[config.mk]
export PLATFORM = sky130hd
export DESIGN_NAME = apb4_cmd_master_flat
export DESIGN_NICKNAME = d
export VERILOG_FILES = /design/src/rtl/apb4_pkg.sv /design/src/rtl/apb4_12_32_if.sv /design/src/rtl/apb4_wait_timer.sv /design/src/rtl/apb4_cmd_master.sv /design/src/flat_wrapper.sv
export SDC_FILE = /design/constraint.sdc
export NUM_CORES = 1
export LEC_CHECK = 0
export BUFFER_PORTS_ARGS = -buffer_cell sky130_fd_sc_hd__buf_4
export CAP_MARGIN = 20
export CORE_UTILIZATION = 39
export DETAILED_ROUTE_END_ITERATION = 16
export GPL_TIMING_DRIVEN = 0
export PLACE_DENSITY = 0.72
export SLEW_MARGIN = 15
export SYNTH_ARGS = -nofsm -noshare
export SYNTH_HDL_FRONTEND = slang
export SYNTH_HIERARCHICAL = 1
export SYNTH_SLANG_ARGS = --single-unit
[constraint.sdc]
create_clock -name clk -period 6.7 [get_ports clk]
set_input_delay 1.34 -clock clk [delete_from_list [all_inputs] [get_ports clk]]
set_output_delay 1.34 -clock clk [all_outputs]
set_load 0.005 [all_outputs]
[src/rtl/apb4_pkg.sv]
// apb4_pkg: shared APB4 widths, PPROT encodings, requester FSM states and address helper
package apb4_pkg;
  localparam int ADDR_W = 12;
  localparam int DATA_W = 32;
  localparam int STRB_W = DATA_W / 8;
  localparam logic [2:0] PPROT_NORMAL = 3'b000;
  localparam logic [2:0] PPROT_PRIV   = 3'b001;
  localparam logic [2:0] PPROT_NONSEC = 3'b010;
  localparam logic [2:0] PPROT_INSTR  = 3'b100;
  typedef enum logic [1:0] {IDLE, SETUP, ACCESS, RESP} apb_mst_state_e;
  function automatic logic [ADDR_W-1:0] word_addr(input logic [ADDR_W-1:0] a);
    return {a[ADDR_W-1:2], 2'b00};
  endfunction
endpackage

[src/rtl/apb4_12_32_if.sv]
// APB4_12_32: APB4 bus bundle with 12-bit address and 32-bit data
//   outward: requester side (drives PADDR/PSELx/PENABLE/PWRITE/PWDATA/PSTRB/PPROT)
//   inward : completer side (drives PRDATA/PREADY/PSLVERR); PCLKEN comes from the clock owner
interface APB4_12_32;
  import apb4_pkg::*;
  logic [ADDR_W-1:0] PADDR;
  logic              PSELx;
  logic              PENABLE;
  logic              PWRITE;
  logic [DATA_W-1:0] PWDATA;
  logic [STRB_W-1:0] PSTRB;
  logic [2:0]        PPROT;
  logic [DATA_W-1:0] PRDATA;
  logic              PREADY;
  logic              PSLVERR;
  logic              PCLKEN;
  modport outward (
    output PADDR, PSELx, PENABLE, PWRITE, PWDATA, PSTRB, PPROT,
    input  PRDATA, PREADY, PSLVERR, PCLKEN
  );
  modport inward (
    input  PADDR, PSELx, PENABLE, PWRITE, PWDATA, PSTRB, PPROT, PCLKEN,
    output PRDATA, PREADY, PSLVERR
  );
endinterface

[src/rtl/apb4_wait_timer.sv]
// apb4_wait_timer: counts enabled wait cycles and flags the cycle on which the limit is reached
//   clk, rst_b : clock, async active-low reset
//   clr        : return count to zero (has priority over en)
//   en         : count this cycle
//   expire     : en is high and this is the LIMIT-th counted cycle (never when LIMIT=0)
module apb4_wait_timer #(
  parameter int LIMIT = 256
) (
  input  logic clk,
  input  logic rst_b,
  input  logic clr,
  input  logic en,
  output logic expire
);
  localparam int W = (LIMIT > 2) ? $clog2(LIMIT) : 1;
  localparam logic [W-1:0] LAST = W'((LIMIT > 0) ? LIMIT - 1 : 0);
  logic [W-1:0] count;
  always_ff @(posedge clk or negedge rst_b) begin
    if (!rst_b) count <= '0;
    else if (clr) count <= '0;
    else if (en) count <= count + W'(1);
  end
  // Expire on the cycle that would complete the LIMIT-th wait, so the abort lands on that edge.
  assign expire = (LIMIT != 0) && en && (count == LAST);
endmodule

[src/rtl/apb4_cmd_master.sv]
// apb4_cmd_master: turns a valid/ready command stream into single APB4 transfers with a response stream
//   clk, rst_b                 : PCLK domain clock, async active-low reset
//   cmd_valid/ready            : command handshake; cmd_write, cmd_addr, cmd_wdata, cmd_wstrb payload
//   rsp_valid/ready            : response handshake; rsp_rdata, rsp_slverr, rsp_timeout payload
//   busy                       : transfer or response outstanding
//   err_count                  : saturating count of error responses (slverr or timeout)
//   apb                        : APB4_12_32 requester port
module apb4_cmd_master
  import apb4_pkg::*;
#(
  parameter int         TIMEOUT_CYC = 256,
  parameter logic [2:0] PPROT_VAL   = 3'b000,
  parameter int         ERRCNT_W    = 8
) (
  input  logic                clk,
  input  logic                rst_b,
  input  logic                cmd_valid,
  output logic                cmd_ready,
  input  logic                cmd_write,
  input  logic [ADDR_W-1:0]   cmd_addr,
  input  logic [DATA_W-1:0]   cmd_wdata,
  input  logic [STRB_W-1:0]   cmd_wstrb,
  output logic                rsp_valid,
  input  logic                rsp_ready,
  output logic [DATA_W-1:0]   rsp_rdata,
  output logic                rsp_slverr,
  output logic                rsp_timeout,
  output logic                busy,
  output logic [ERRCNT_W-1:0] err_count,
  APB4_12_32.outward          apb
);
  apb_mst_state_e state, state_nxt;
  logic              accept, xfer_done, tmr_en, abort, resp_err;
  logic [ADDR_W-1:0] paddr;
  logic              pwrite;
  logic [DATA_W-1:0] pwdata;
  logic [STRB_W-1:0] pstrb;
  assign cmd_ready = (state == IDLE) | ((state == RESP) & rsp_ready);
  assign accept    = cmd_valid & cmd_ready;
  assign xfer_done = (state == ACCESS) & apb.PCLKEN & apb.PREADY;
  assign tmr_en    = (state == ACCESS) & apb.PCLKEN & ~apb.PREADY;
  assign resp_err  = xfer_done ? apb.PSLVERR : 1'b1;
  apb4_wait_timer #(.LIMIT(TIMEOUT_CYC)) u_timer (
    .clk    (clk),
    .rst_b  (rst_b),
    .clr    (state != ACCESS),
    .en     (tmr_en),
    .expire (abort)
  );
  always_ff @(posedge clk or negedge rst_b) begin
    if (!rst_b) state <= IDLE;
    else state <= state_nxt;
  end
  // Command acceptance is a handshake and ignores PCLKEN; only APB phase changes wait for it.
  always_comb begin
    state_nxt = state;
    unique case (state)
      IDLE:    state_nxt = accept ? SETUP : IDLE;
      SETUP:   state_nxt = apb.PCLKEN ? ACCESS : SETUP;
      ACCESS:  state_nxt = (xfer_done | abort) ? RESP : ACCESS;
      RESP:    state_nxt = accept ? SETUP : (rsp_ready ? IDLE : RESP);
      default: state_nxt = IDLE;
    endcase
  end
  always_ff @(posedge clk or negedge rst_b) begin
    if (!rst_b) begin
      paddr       <= '0;
      pwrite      <= 1'b0;
      pwdata      <= '0;
      pstrb       <= '0;
      rsp_rdata   <= '0;
      rsp_slverr  <= 1'b0;
      rsp_timeout <= 1'b0;
      err_count   <= '0;
    end else begin
      if (accept) begin
        paddr  <= word_addr(cmd_addr);
        pwrite <= cmd_write;
        pwdata <= cmd_write ? cmd_wdata : '0;
        pstrb  <= cmd_write ? cmd_wstrb : '0;
      end
      // A PREADY on the expiring cycle completes normally, since abort only fires with PREADY low.
      if (xfer_done | abort) begin
        rsp_rdata   <= (xfer_done & ~pwrite) ? apb.PRDATA : '0;
        rsp_slverr  <= resp_err;
        rsp_timeout <= ~xfer_done;
        if (resp_err && err_count != '1) err_count <= err_count + ERRCNT_W'(1);
      end
    end
  end
  assign rsp_valid   = state == RESP;
  assign busy        = state != IDLE;
  assign apb.PSELx   = (state == SETUP) | (state == ACCESS);
  assign apb.PENABLE = state == ACCESS;
  assign apb.PADDR   = paddr;
  assign apb.PWRITE  = pwrite;
  assign apb.PWDATA  = pwdata;
  assign apb.PSTRB   = pstrb;
  assign apb.PPROT   = PPROT_VAL;
endmodule

[src/flat_wrapper.sv]
// flat-port wrapper written by rule: the top's interface ports become plain ports
module apb4_cmd_master_flat import apb4_pkg::*;
#(
  parameter int         TIMEOUT_CYC = 256,
  parameter logic [2:0] PPROT_VAL   = 3'b000,
  parameter int         ERRCNT_W    = 8
)
  (clk, rst_b, cmd_valid, cmd_ready, cmd_write, cmd_addr, cmd_wdata, cmd_wstrb, rsp_valid, rsp_ready, rsp_rdata, rsp_slverr, rsp_timeout, busy, err_count, apb_PADDR, apb_PSELx, apb_PENABLE, apb_PWRITE, apb_PWDATA, apb_PSTRB, apb_PPROT, apb_PRDATA, apb_PREADY, apb_PSLVERR, apb_PCLKEN);
  APB4_12_32 apb_i ();
  input  logic clk;
  input  logic rst_b;
  input  logic cmd_valid;
  output logic cmd_ready;
  input  logic cmd_write;
  input  logic [ADDR_W-1:0] cmd_addr;
  input  logic [DATA_W-1:0] cmd_wdata;
  input  logic [STRB_W-1:0] cmd_wstrb;
  output logic rsp_valid;
  input  logic rsp_ready;
  output logic [DATA_W-1:0] rsp_rdata;
  output logic rsp_slverr;
  output logic rsp_timeout;
  output logic busy;
  output logic [ERRCNT_W-1:0] err_count;
  output wire logic [$bits(apb_i.PADDR)-1:0] apb_PADDR;
  output wire logic [$bits(apb_i.PSELx)-1:0] apb_PSELx;
  output wire logic [$bits(apb_i.PENABLE)-1:0] apb_PENABLE;
  output wire logic [$bits(apb_i.PWRITE)-1:0] apb_PWRITE;
  output wire logic [$bits(apb_i.PWDATA)-1:0] apb_PWDATA;
  output wire logic [$bits(apb_i.PSTRB)-1:0] apb_PSTRB;
  output wire logic [$bits(apb_i.PPROT)-1:0] apb_PPROT;
  input wire logic [$bits(apb_i.PRDATA)-1:0] apb_PRDATA;
  input wire logic [$bits(apb_i.PREADY)-1:0] apb_PREADY;
  input wire logic [$bits(apb_i.PSLVERR)-1:0] apb_PSLVERR;
  input wire logic [$bits(apb_i.PCLKEN)-1:0] apb_PCLKEN;
  assign apb_PADDR = apb_i.PADDR;
  assign apb_PSELx = apb_i.PSELx;
  assign apb_PENABLE = apb_i.PENABLE;
  assign apb_PWRITE = apb_i.PWRITE;
  assign apb_PWDATA = apb_i.PWDATA;
  assign apb_PSTRB = apb_i.PSTRB;
  assign apb_PPROT = apb_i.PPROT;
  assign apb_i.PRDATA = apb_PRDATA;
  assign apb_i.PREADY = apb_PREADY;
  assign apb_i.PSLVERR = apb_PSLVERR;
  assign apb_i.PCLKEN = apb_PCLKEN;
  apb4_cmd_master #(.TIMEOUT_CYC(TIMEOUT_CYC), .PPROT_VAL(PPROT_VAL), .ERRCNT_W(ERRCNT_W)) u_core (.clk(clk), .rst_b(rst_b), .cmd_valid(cmd_valid), .cmd_ready(cmd_ready), .cmd_write(cmd_write), .cmd_addr(cmd_addr), .cmd_wdata(cmd_wdata), .cmd_wstrb(cmd_wstrb), .rsp_valid(rsp_valid), .rsp_ready(rsp_ready), .rsp_rdata(rsp_rdata), .rsp_slverr(rsp_slverr), .rsp_timeout(rsp_timeout), .busy(busy), .err_count(err_count), .apb(apb_i));
endmodule
# Yosys cells after proc, flatten, opt, wreduce, memory -nomap -nowiden
# Index checks and enable logic that the tools add are counted.
# Widths: inputs -> output; s select.
[word_totals]
ff_bits = 99
input_bits = 88
out_inout_bits = 99
word_cells = 48
[op_classes]
addsub = 2
eq_ne = 6
muxes = 12
bitwise_logic = 12
reduce_logical = 6
[ops]
columns = ["cell", "n"]
rows = [
  ["$mux 32", 2],
  ["$add 8x1->8 const B", 2],
  ["$mux 8", 2],
  ["$eq 8x8->1 const B", 1],
  ["$ne 8x8->1 const B", 1],
  ["$pmux 2 s4", 1],
  ["$and 1x1->1", 6],
  ["$mux 2", 3],
  ["$eq 2x2->1 const B", 2],
  ["$mux 4", 1],
  ["$reduce_bool 2->1", 2],
  ["$mux 1", 3],
  ["$not 1->1", 3],
  ["$or 1x1->1", 3],
  ["$eq 2x1->1 const B", 1],
  ["$logic_and 1x1->1", 2],
  ["$logic_not 2->1", 1],
  ["$ne 2x2->1 const B", 1],
  ["$reduce_and 2->1", 1],
]

# Logic depth before layout (Yosys ltp)
# Gate-level depths: netlist of the first run.
[depth]
word_depth = 7
ltp_mapped = 11
depth_no_buf = 10

# Cells and area by module
# The synthesis of the first run kept the hierarchy.
[by_module_without_submodules]
columns = ["mod", "instances", "cells_per_inst", "area_each_um2"]
rows = [
  ["apb4_cmd_master", 1, 325, 3661.0],
  ["apb4_wait_timer", 1, 39, 402.9],
]

# Worst setup path before layout of the first run
# No wires, ideal clock.
[synth_path]
path_kind = "input -> register"
startpoint = "input port apb_PCLKEN"
endpoint = "register u_core.err_count[5]"
arrival_ns = 2.880
t_required_ns = 6.573
slack_ns = 3.692
cell_stages = 9
n_path_buf = 1
cell_sequence = "nand2_1 > nor2_1 > buf_4 > nand3_1 > nor3_1 > nand4_1 > mux2i_2 > nand3_1 > mux2_1"
[synth_between]
elab_chain_len = 5
[synth_lines]
columns = ["element", "line_no", "text"]
rows = [
  ["start: declaration", "flat_wrapper.sv:35", "input wire logic [$bits(apb_i.PCLKEN)-1:0] apb_PCLKEN;"],
  ["$and 1x1->1 (2 in series)", "apb4_cmd_master.sv:41", "assign tmr_en = (state == ACCESS) & apb.PCLKEN & ~apb.PREADY;"],
  ["named net u_core.tmr_en", "apb4_cmd_master.sv:33", "logic accept, xfer_done, tmr_en, abort, resp_err;"],
  ["$logic_and 1x1->1", "apb4_wait_timer.sv:24", "assign expire = (LIMIT != 0) && en && (count == LAST);"],
  ["named net u_core.abort", "apb4_cmd_master.sv:33", ""],
  ["$or 1x1->1", "apb4_cmd_master.sv:83", "if (xfer_done | abort) begin"],
  ["$reduce_and 2->1 (no source line)", "n/a", ""],
  ["end signal: assignment", "apb4_cmd_master.sv:87", "if (resp_err && err_count != '1) err_count <= err_count + ERRCNT_W'(1);"],
  ["end: declaration", "apb4_cmd_master.sv:29", "output logic [ERRCNT_W-1:0] err_count,"],
]
# The timed path passes the listed nets, and every way through them passes these cells.
# A chain may end at the register's enable or synchronous reset.

# Worst setup path in the final report of the first run
[layout_path]
startpoint = "input port apb_PCLKEN"
endpoint = "register u_core.rsp_rdata[17]"
[layout_between]
elab_chain_len = 4
[layout_lines]
columns = ["element", "line_no", "text"]
rows = [
  ["$and 1x1->1 (2 in series)", "apb4_cmd_master.sv:41", ""],
  ["named net u_core.tmr_en", "apb4_cmd_master.sv:33", ""],
  ["$logic_and 1x1->1", "apb4_wait_timer.sv:24", ""],
  ["named net u_core.abort", "apb4_cmd_master.sv:33", ""],
  ["$or 1x1->1", "apb4_cmd_master.sv:83", ""],
  ["end signal: assignment", "apb4_cmd_master.sv:84", "rsp_rdata <= (xfer_done & ~pwrite) ? apb.PRDATA : '0;"],
  ["end: declaration", "apb4_cmd_master.sv:25", "output logic [DATA_W-1:0] rsp_rdata,"],
]
# The timed path passes the listed nets, and every way through them passes these cells.

==> results.yml, run 1 <==
power_and_ir_drop:
  power.ir.vdd_worst_mv: 0.1780
  power_leakage_nw: 2.956
  total_power_mw: 2.259
  powerDensity_nw_per_um2: 389.8
synth:
  synth_cell_types: 36
  ys_seq_area_share_pct: 60.96
  syn_avg_cell_area_sq_um: 11.16
  ys.flop_type: "dfrtp_1"
  syn_area_sq_um: 4064
  syn_inst: 364
  synth_edf_count: 0
  synth_async_sr_flop_share_pct: 100.0
  ys_ff_latch: 99
  yosys_warnings: 6
clock_network:
  path_clk_slew_ns: 0.09
  tritoncts: "done"
  post-cts-setup-buffers: 0
  hold_buffers: 0
  root_buffer: "clkbuf_8"
  cts_resized: 0
  h-tree-depth: 3
  clockBufferDepth: 2
  clk_latency_ns: 0.36
  cts_sinks: 99
  cts_buffers: 9
finish:
  final_cell_area_sq_um: 5794
  final_core_util_pct: 58.21
  final_common_cell: "buf_4"
  nNetsFinal: 652
  fillerInstances: 884
  antennaDiodeCount: 0
  area_delta_synth_final_pct: 42.58
  drive_gt1_share_pct: 40.04
  instances_no_fill: 695
  final_cell_mix: "183 x buf_4, 99 x dfrtp_1, 78 x nand2_1, 41 x o21ai_0, 32 x a22o_1"
timing:
  timing.fmax_ghz: 0.3148
  period_minus_slack_ns: 3.177
  fin_skew_ns: 0.01382
  whs_ns: 0.4828
  max_slew_margin_pct: 41.78
  worstMarginPinSlew_ns: 0.8733
  final-hold-violation-count: 0
  rsz0062_at_grt: "no"
  fin_crit_sh_pct: 47.42
  layout_setup_ws_ns: 3.523
  fin_setup_tns_ns: 0
  setup_viol: 0
  slew_violations: 0
global_route:
  grt_pass1_wl_um: 16870
  grt_max_degree: 100
  grtUsageTotal_pct: 19.56
  grt_overflow: 0
  grt_pass1_vias: 3383
  grt_antenna_before_repair: 0
routing:
  vias: 3400
  via_per_inst: 4.892
  postRouteAntennaNets: 0
  drtIter0Drc: 103
  wl_per_cell_um: 14.84
  wl_um: 10310
  drtPass1Iterations: 4
  drcViolationCount: 0
worst_setup_path:
  startpoint_type: "input pin"
  crit_path_max_fanout: 10
  required_ns: 6.94
  cp.arrival_ns: 3.42
  path_class: "in -> reg"
  end_kind: "register"
placement:
  place_area_sq_um: 5585
  pre_cts_ws_ns: 3.194
  gp_congestion: 0.7247
  io_buffers: 178
  place_inst: 679
  hpwl_um: 7636
floorplan:
  die_h_um: 104.1
  die_w_um: 104.1
  initial_core_util_pct: 40.82
  die_area_sq_um: 10830
  coreArea_sq_um: 9955
  rows: 36
  ioPinCount: 187
status:
  status: "finished, final reports clean"
job:
  max-cap-violations: 0
worst_hold_path:
  hp-class: "reg -> reg"
[cell usage after synthesis (2+ instances only)]
library cell  number  area share (%)
buf_2              9             1.1
ha_1               7             2.2
inv_1              5            0.46
clkbuf_1          10            0.92
mux2i_2            2            0.68
buf_4              6             1.1
nand2b_1           2            0.31
a21oi_1            9             1.1
a22o_1            32             6.9
nand4_1            3            0.46
o21a_1             2            0.37
nand3b_1           2            0.37
o21ai_0           41             5.0
xor2_1             5             1.1
nor2b_1            2            0.31
dfrtp_1           99              61
mux2_1             4             1.1
mux2_2            11             3.0
or3_1              3            0.46
nand3_1            4            0.49
nand2_1           78             7.2
nor2_1            12             1.1
nor3_1             3            0.37
[critical path, stage by stage]
cell,delay (ns)
buf_4,0.11
nand2_1,0.05
nor2_1,0.11
buf_4,0.17
nand3_1,0.12
nor3_1,0.56
a31oi_1,0.30
clkbuf_1,0.32
a22o_1,0.31
[final timing paths]
check | from | endpoint | slack, ns | cells after the start
max | apb_PCLKEN | u_core/rsp_rdata[17]$_DFFE_PN0P_ | 3.52 | 9
min reg2reg | u_core/apb.PSTRB[0]$_DFFE_PN0P_ | u_core/apb.PSTRB[0]$_DFFE_PN0P_ | 0.48 | 2
max in group asynchronous | rst_b | u_core/rsp_rdata[14]$_DFFE_PN0P_ | 5.04 | 1
max reg2reg | u_core/state[0]$_DFF_PN0_ | u_core/rsp_rdata[17]$_DFFE_PN0P_ | 3.75 | 10
min | u_core/apb.PSTRB[0]$_DFFE_PN0P_ | u_core/apb.PSTRB[0]$_DFFE_PN0P_ | 0.48 | 2
min in group asynchronous | rst_b | u_core/rsp_timeout$_DFFE_PN0P_ | 1.08 | 1
[flip-flops by register name, indices dropped and copies added, names as in the netlist]
register and cells:
u_core/apb.PWDATA 32, u_core/rsp_rdata 32, u_core/apb.PADDR 10, u_core/err_count 8
u_core/u_timer/count 8, u_core/apb.PSTRB 4, u_core/state 2, u_core/apb.PWRITE 1
u_core/rsp_slverr 1, u_core/rsp_timeout 1
[routing by layer]
layer / up-vias / wire [um] / GRT usage (%)
li1: 1629 / - / -
met1: 1648 / 4348 / 24.71
met2: 114 / 5212 / 32.81
met3: 9 / 659 / 5.075
met4: 0 / 94 / 6.122
met5: - / 0 / 0
[layout make-up]
type	instances	area, sq um	share of cell area [%]
clock inverter	6	71.32	1.231
multi-input combinational	238	1451	25.05
timing repair buffer	178	1340	23.13
buffer	26	131.4	2.267
sequential	99	2477	42.76
inverter	5	18.77	0.3239
tap	133	166.4	2.872
clock buffer	10	137.6	2.375
[power breakdown]
part / total [mW] / internal (mW) / leakage, nW / switching (mW)
clock network: 0.395 / 0.186 / 0.0995 / 0.208
logic: 0.876 / 0.514 / 1.55 / 0.362
registers: 0.988 / 0.840 / 1.30 / 0.148
[logic make-up (layout without fill, tap and decap cells)]
family                   Yosys count  in the layout  share of synthesized area, %
other                              1              5                       0.09228
multiplexers                      18             18                         5.080
AND/OR/NAND/NOR                  114            114                         12.53
AO/OA/AOI/OAI                     88             88                         14.19
XOR/XNOR                           6              6                         1.293
buffers and inverters             31            225                         3.694
flip-flops                        99             99                         60.96
adder cells (fa/ha/maj)            7              7                         2.155
Power figures use the tool's default switching activity.
==> run 2, diff against run 1 <==
--- a/config.mk
+++ b/config.mk
@@ -10,7 +10,7 @@
 export CORE_UTILIZATION = 39
 export DETAILED_ROUTE_END_ITERATION = 16
 export GPL_TIMING_DRIVEN = 0
-export PLACE_DENSITY = 0.72
+export PLACE_DENSITY = 0.74
 export SLEW_MARGIN = 15
 export SYNTH_ARGS = -nofsm -noshare
 export SYNTH_HDL_FRONTEND = slang
==> constraint.sdc (replaced) <==
create_clock -name clk -period 2.8 [get_ports clk]
set_input_delay 0.56 -clock clk [delete_from_list [all_inputs] [get_ports clk]]
set_output_delay 0.56 -clock clk [all_outputs]
set_load 0.005 [all_outputs]
==> run 2 against run 1 <==
  * Clock skew decreased by 0.0073 ns
  * Via count decreased by 0.82%
  * Wire length decreased by 1.8%
  * Worst hold slack got worse by 0.19 ns
  * Sequential cell count unchanged
==> results.yml, run 2 (same netlist as run 1, synthesis figures left out) <==
global_route:
  grt_pass1_wl_um: 16840
  grt_overflow: 0
  grt_antenna_before_repair: 0
  grt_max_degree: 100
  grt_pass1_vias: 3416
  grtUsageTotal_pct: 19.57
clock_network:
  h-tree-depth: 3
  root_buffer: "clkbuf_8"
  cts_sinks: 99
  clockBufferDepth: 2
  cts_buffers: 9
  hold_buffers: 0
  clk_latency_ns: 0.36
  path_clk_slew_ns: 0.09
  tritoncts: "done"
placement:
  io_buffers: 178
  place_area_sq_um: 5585
  gp_congestion: 0.7985
  hpwl_um: 7485
worst_setup_path:
  crit_path_max_fanout: 6
  end_kind: "register"
  r2r_slack_ns: 0.18
  regToRegEndpoint: "u_core/err_count[5]$_DFFE_PN0P_"
  path_class: "reg -> reg"
  startpoint_type: "register"
  cp_cell_sequence: "inv_1 > ha_2 > nand2_1 > nor2_1 > buf_4 > nand3_1 > nor3_4 > nand4_1 > mux2i_2 > nand3_1 > mux2_1"
  crit_end: "u_core/err_count[5]$_DFFE_PN0P_"
  critical-path-max-stage-delay_ns: 0.41
  crit_path_top_delay_cell: "dfrtp_1"
  required_ns: 3.05
  r2r_cells: 11
  cp.arrival_ns: 2.86
  cp_common_cell: "nand3_1"
  r2r-start: "u_core/state[0]$_DFF_PN0_"
  crit_path_start: "u_core/state[0]$_DFF_PN0_"
timing:
  timing.fmax_ghz: 0.3822
  max_slew_margin_pct: 41.62
  final-hold-violation-count: 0
  worstMarginPinSlew_ns: 0.8757
  fin_crit_sh_pct: 93.44
  setup_viol: 0
  slew_violations: 0
  fin_skew_ns: 0.006514
  rsz0062_at_grt: "no"
  period_minus_slack_ns: 2.616
finish:
  final_cell_area_sq_um: 5808
  final_cell_mix: "184 x buf_4, 99 x dfrtp_1, 78 x nand2_1, 41 x o21ai_0, 32 x a22o_1"
  final_core_util_pct: 58.35
  final_common_cell: "buf_4"
  antennaDiodeCount: 0
  nNetsFinal: 653
  area_delta_synth_final_pct: 42.92
  drive_gt1_share_pct: 40.50
routing:
  drcViolationCount: 0
  wl_um: 10130
  via_per_inst: 4.845
  drtPass1Iterations: 4
  vias: 3372
  drtIter0Drc: 136
  postRouteAntennaNets: 0
  wl_per_cell_um: 14.56
floorplan:
  die_area_sq_um: 10830
  ioPinCount: 187
  coreArea_sq_um: 9955
  rows: 36
  die_h_um: 104.1
  die_w_um: 104.1
  initial_core_util_pct: 40.82
power_and_ir_drop:
  power_leakage_nw: 2.965
  power.ir.vdd_worst_mv: 0.4829
  total_power_mw: 5.370
  powerDensity_nw_per_um2: 924.5
status:
  status: "finished, final reports clean"
worst_hold_path:
  hp-class: "in -> async"
job:
  max-cap-violations: 0
run 2: per-layer routing:
| metal | up-vias | wire, um | track usage [%] |
|---|---|---|---|
| met5 | - | 0 | 0 |
| met4 | 0 | 193 | 8.163 |
| met3 | 16 | 637 | 5.075 |
| met2 | 110 | 4932 | 32.00 |
| met1 | 1615 | 4368 | 24.65 |
| li1 | 1631 | - | - |
run 2: worst max-delay path, delay by kind of cell (launching register included):
family                     cells  cell delay, ns
adders and majority gates      1            0.26
buffers and inverters          2            0.29
DFF                            1            0.41
muxes                          2            0.62
and+or+nand+nor                6            0.92
run 2: how the worst min path moves through the flow:
| stage | start | endpoint | slack, ns | cells after the start |
|---|---|---|---|---|
| after floorplan | rst_b | u_core/apb.PADDR[10]$_DFFE_PN0P_ | 0.26 | 0 |
| after global placement | u_core/apb.PWDATA[15]$_DFFE_PN0P_ | u_core/apb.PWDATA[15]$_DFFE_PN0P_ | 0.47 | 2 |
| after detailed placement | u_core/apb.PWDATA[15]$_DFFE_PN0P_ | u_core/apb.PWDATA[15]$_DFFE_PN0P_ | 0.47 | 2 |
| after CTS | rst_b | u_core/rsp_slverr$_DFFE_PN0P_ | 0.32 | 1 |
| after global routing | rst_b | u_core/rsp_rdata[27]$_DFFE_PN0P_ | 0.37 | 1 |
| final | rst_b | u_core/state[0]$_DFF_PN0_ | 0.29 | 1 |
run 2: area by class of cell:
class | instances | area (sq um)
Clock buffer | 9 | 123.9
Multi-Input combinational cell | 238 | 1465
Fill cell | 871 | 4146
Clock inverter | 7 | 77.57
Timing Repair Buffer | 179 | 1348
Inverter | 5 | 18.77
Tap cell | 133 | 166.4
Sequential cell | 99 | 2477
Buffer | 26 | 131.4
run 2: power by group:
group | total, mW | internal (mW) | switching [mW] | leakage, nW
Sequential | 2.35 | 2.01 | 0.342 | 1.30
Combinational | 2.10 | 1.23 | 0.870 | 1.57
Clock | 0.915 | 0.417 | 0.498 | 0.0881
run 2: through the flow:
| stage | worst slack (ns) | TNS (ns) | instances | hold slack [ns] |
|---|---|---|---|---|
| after floorplan | 0.3756 | 0 | 368 | 0.2644 |
| after global placement | 0.007575 | 0 | 679 | 0.4655 |
| after detailed placement | -0.01598 | -0.01598 | 679 | 0.4719 |
| after CTS | 0.1475 | 0 | 695 | 0.3184 |
| after global routing | 0.01058 | 0 | 696 | 0.3679 |
| final | 0.1837 | 0 | 696 | 0.2889 |
run 2: what timing repair did:
action                     in CTS  in global routing
pin swaps                       0                  1
buffers inserted                0                  1
resized for setup               1                  2
setup endpoints to repair      26                 29
gates cloned                    0                  0
